===== config.mk =====
export PLATFORM = sky130hd
export DESIGN_NAME = bitty_mem_arbiter
export DESIGN_NICKNAME = d
export VERILOG_FILES = /design/src/rtl/bitty_mem_arbiter.sv
export SDC_FILE = /design/constraint.sdc
export NUM_CORES = 1
export LEC_CHECK = 0
export BUFFER_PORTS_ARGS = -buffer_cell sky130_fd_sc_hd__buf_2
export CAP_MARGIN = 20
export CORE_AREA = 5 5 102 104
export DETAILED_ROUTE_END_ITERATION = 8
export DIE_AREA = 0 0 107 109
export HOLD_SLACK_MARGIN = 0.06
export PLACE_DENSITY = 0.53
export SYNTH_ARGS = -nofsm -noshare
export SYNTH_HDL_FRONTEND = slang
export SYNTH_SLANG_ARGS = --single-unit

===== constraint.sdc =====
create_clock -name clk -period 2.9 [get_ports clk]
set_input_delay 0.58 -clock clk [delete_from_list [all_inputs] [get_ports clk]]
set_output_delay 0.58 -clock clk [all_outputs]
set_load 0.005 [all_outputs]

===== src/rtl/bitty_mem_arbiter.sv =====
// Two-master arbiter for one single-port synchronous memory.
// Data (m1) has priority; fetch (m0) wins after STARVE_LIMIT denials.
module bitty_mem_arbiter #(
    parameter int AW           = 32,
    parameter int STARVE_LIMIT = 4
) (
    input  logic          clk,
    input  logic          rst,
    input  logic          m0_req,
    input  logic [AW-1:0] m0_addr,
    output logic          m0_gnt,
    output logic          m0_rvalid,
    output logic [31:0]   m0_rdata,
    input  logic          m1_req,
    input  logic          m1_we,
    input  logic [AW-1:0] m1_addr,
    input  logic [31:0]   m1_wdata,
    input  logic [3:0]    m1_sel,
    output logic          m1_gnt,
    output logic          m1_rvalid,
    output logic [31:0]   m1_rdata,
    output logic          s_ce,
    output logic          s_we,
    output logic [AW-1:0] s_addr,
    output logic [31:0]   s_wdata,
    output logic [3:0]    s_sel,
    input  logic [31:0]   s_rdata
);

    localparam logic [3:0] LIMIT = 4'(STARVE_LIMIT);

    logic [3:0] starve_q, starve_d;
    logic       resp_pend_q, resp_pend_d;
    logic       resp_owner_q, resp_owner_d;
    logic       force_m0;

    assign force_m0 = (starve_q >= LIMIT);

    // Grants are gated by rst so nothing reaches the macro during reset.
    assign m0_gnt = rst & m0_req & (~m1_req | force_m0);
    assign m1_gnt = rst & m1_req & ~m0_gnt;
    assign s_ce   = m0_gnt | m1_gnt;

    always_comb begin
        s_we    = 1'b0;
        s_addr  = '0;
        s_wdata = '0;
        s_sel   = '0;
        unique case (1'b1)
            m1_gnt: begin
                s_we    = m1_we;
                s_addr  = m1_addr;
                s_wdata = m1_wdata;
                s_sel   = m1_sel;
            end
            m0_gnt: begin
                s_addr  = m0_addr;
                s_sel   = 4'b1111;
            end
            default: ;
        endcase
    end

    always_comb begin
        starve_d = '0;
        if (m0_req && !m0_gnt) begin
            starve_d = force_m0 ? starve_q : starve_q + 4'd1;
        end
        resp_pend_d  = s_ce & ~s_we;
        resp_owner_d = m1_gnt;
    end

    always_ff @(posedge clk or negedge rst) begin
        if (!rst) begin
            starve_q     <= '0;
            resp_pend_q  <= 1'b0;
            resp_owner_q <= 1'b0;
        end else begin
            starve_q     <= starve_d;
            resp_pend_q  <= resp_pend_d;
            resp_owner_q <= resp_owner_d;
        end
    end

    assign m0_rvalid = resp_pend_q & ~resp_owner_q;
    assign m1_rvalid = resp_pend_q & resp_owner_q;
    assign m0_rdata  = m0_rvalid ? s_rdata : 32'h0;
    assign m1_rdata  = m1_rvalid ? s_rdata : 32'h0;

endmodule


==> flow_summary_export.csv <==
group,metric,value,unit
sta,finalCritPeriodShare,0.828,
placed_design,gp_congestion,0.774,
sta,tns,0,ps
finish,area_growth,108,%
synthesis,avgSynthCellArea,7.45,µm²
clock_network,post-cts-setup-buffers,0,
global_route,overflow,0,
clock_network,cts_sinks,6,
finish,nNetsFinal,588,
floorplan,fp-row-count,36,
worst_setup_path,crit_required,2320,ps
sta,skew,0.170,ps
clock_network,ctsHoldBuffers,0,
power,powerDensity,190,nW/µm²
worst_setup_path,cp-start-kind,"flip-flop",
sta,worst_pin_slew,384,ps
synthesis,synthTopCellsByArea,"and2_1 30%, a22o_1 20%, and3_1 15%",
clock_network,clock_latency,220,ps
synthesis,syn-num-nets,323,
synthesis,yosysTopAreaCell,"and2_1",
floorplan,initial_utilization,0.146,
finish,fin_util,0.303,
floorplan,ios,275,
placed_design,place_hpwl,7140,µm
routing,avgRoutedWirePerCell,14.4,µm
clock_network,clock_path_buffers,2,
synthesis,synth_cell_types,26,
clock_network,cts_resized,0,
synthesis,yosys_register_bits,6,
sta,relSlewSlack,0.744,
sta,setup_violations,0,
sta,rsz0062_at_grt,"no",
global_route,grt_usage,0.119,
finish,antenna_cells,0,
global_route,grt_max_degree,41,
worst_setup_path,path_max_fanout,40,
placed_design,numPortBuffers,274,
floorplan,die_w,107,µm
clock_network,cts_tree,"yes",
hold_path,holdCritPathClass,"in2async",
sta,hold_violations,0,
floorplan,core,9460,µm²
routing,drtAntennaViolNets,0,
sta,drv_slew,0,
worst_setup_path,path_class,"reg2out",
synthesis,synth_warnings,0,
finish,final_common_cell,"buf_2",
global_route,antenna_found_initial,0,
worst_setup_path,end_kind,"output port",
routing,drt_iter0_markers,106,
status,status,"complete, no violations",
synthesis,synth_area,1380,µm²
synthesis,yosys.area.top_type_share,0.300,
sta,setup_slack,499,ps
finish,final_cell_mix,"274 x buf_2, 66 x and2_1, 34 x and3_1",
sta,period_minus_slack,2400,ps
worst_setup_path,arrival,1820,ps
routing,drc,0,
job,max_cap_viol_count,0,
worst_setup_path,rrSetupSlack,1400,ps
synthesis,syn_inst,185,
routing,vias_per_cell,4.25,
floorplan,die_h,109,µm
global_route,grt_pass1_vias,2187,
clock_network,clkTransAtPathRegs,40,ps
clock_network,numCtsBuffers,3,
power,power,0.545,mW
clock_network,h-tree-depth,1,
sta,fmax,417,MHz
routing,wl,8080,µm
power,ir_worst_vdd,114,µV
routing,dr.pass1.iters,4,
routing,dr_total_vias,2386,
synthesis,synth-seq-area-share,0.109,
placed_design,post-place-ws,573,ps
global_route,grt_pass1_wl,11000,µm
clock_network,cts-root-buf,"clkbuf_8",
sta,hold_ws,303,ps
finish,drive_above_1_share,0.650,
power,leakagePower,1.99,nW
floorplan,die_area,11700,µm²
-- metal layers --
layer  routed length, µm  vias to the layer above  GRT usage
li1                    -                     1181          -
met3                 781                        7     0.0278
met1                2830                     1044      0.123
met5                   0                        -          0
met2                4390                      154      0.237
met4                  80                        0     0.0320
-- critical path, stage by stage, from the launching register on --
cell	delay (ps)
dfrtp_1	410
or2_4	280
a21oi_4	360
buf_12	240
a22o_1	180
buf_2	120
-- Yosys cell counts, drive strengths merged --
cell and n:
nor2b 2, ha 1, nor2 3, o211ai 1, nor3 1, clkbuf 10, a21oi 2, buf 12
nand2 1, o21ai 1, or2 1, nor3b 1, and3 34, dfrtp 6, o31a 1, a21boi 2
a22o 32, inv 1, a31o 4, and2 66, nand2b 1, o211a 1, nand3 1
-- where the power goes --
| group | leakage (nW) | switching, mW | total [mW] | internal [mW] |
|---|---|---|---|---|
| clock network | 0.0216 | 0.0374 | 0.127 | 0.0893 |
| logic | 1.88 | 0.144 | 0.326 | 0.182 |
| registers | 0.0794 | 0.00302 | 0.0917 | 0.0887 |
-- path summary, 6_finish.rpt --
kind	startpoint	to	depth (start not counted)
min in group clk	m1_we	resp_pend_q$_DFF_PN0_	2
hold reg to reg	starve_q[1]$_DFFE_PN0P_	starve_q[1]$_DFFE_PN0P_	2
setup reg to reg	starve_q[3]$_DFFE_PN0P_	resp_pend_q$_DFF_PN0_	4
hold / removal	rst	starve_q[0]$_DFFE_PN0P_	2
setup / recovery	starve_q[3]$_DFFE_PN0P_	s_addr[3]	5
max in group asynchronous	rst	resp_pend_q$_DFF_PN0_	2
-- cell type report --
type	instances	area, µm²
timing repair buffer	282	1440
multi-input combinational	156	1080
clock buffer	3	41.3
fill	1060	6600
inverter	1	3.75
tap	114	143
sequential	6	150
-- metrics by stage --
stage | cell area (µm²) | cells
5_1_grt | 2860 | 562
2_1_floorplan | 1380 | 185
4_1_cts | 2860 | 562
3_3_place_gp | 2820 | 559
6_report | 2860 | 562
3_5_place_dp | 2820 | 559
-- kinds of logic after synthesis --
group / Yosys count / share of synthesized area
AND/OR/NAND/NOR: 111 / 0.498
AO/OA/AOI/OAI: 44 / 0.272
buffers and inverters: 23 / 0.112
flip-flops: 6 / 0.109
adder cells (fa/ha/maj): 1 / 0.00908
-- registers in the layout (all words and copies together), names as in the netlist --
| register | cells |
|---|---|
| resp_owner_q | 1 |
| resp_pend_q | 1 |
| starve_q | 4 |
Power figures use the tool's default switching activity.
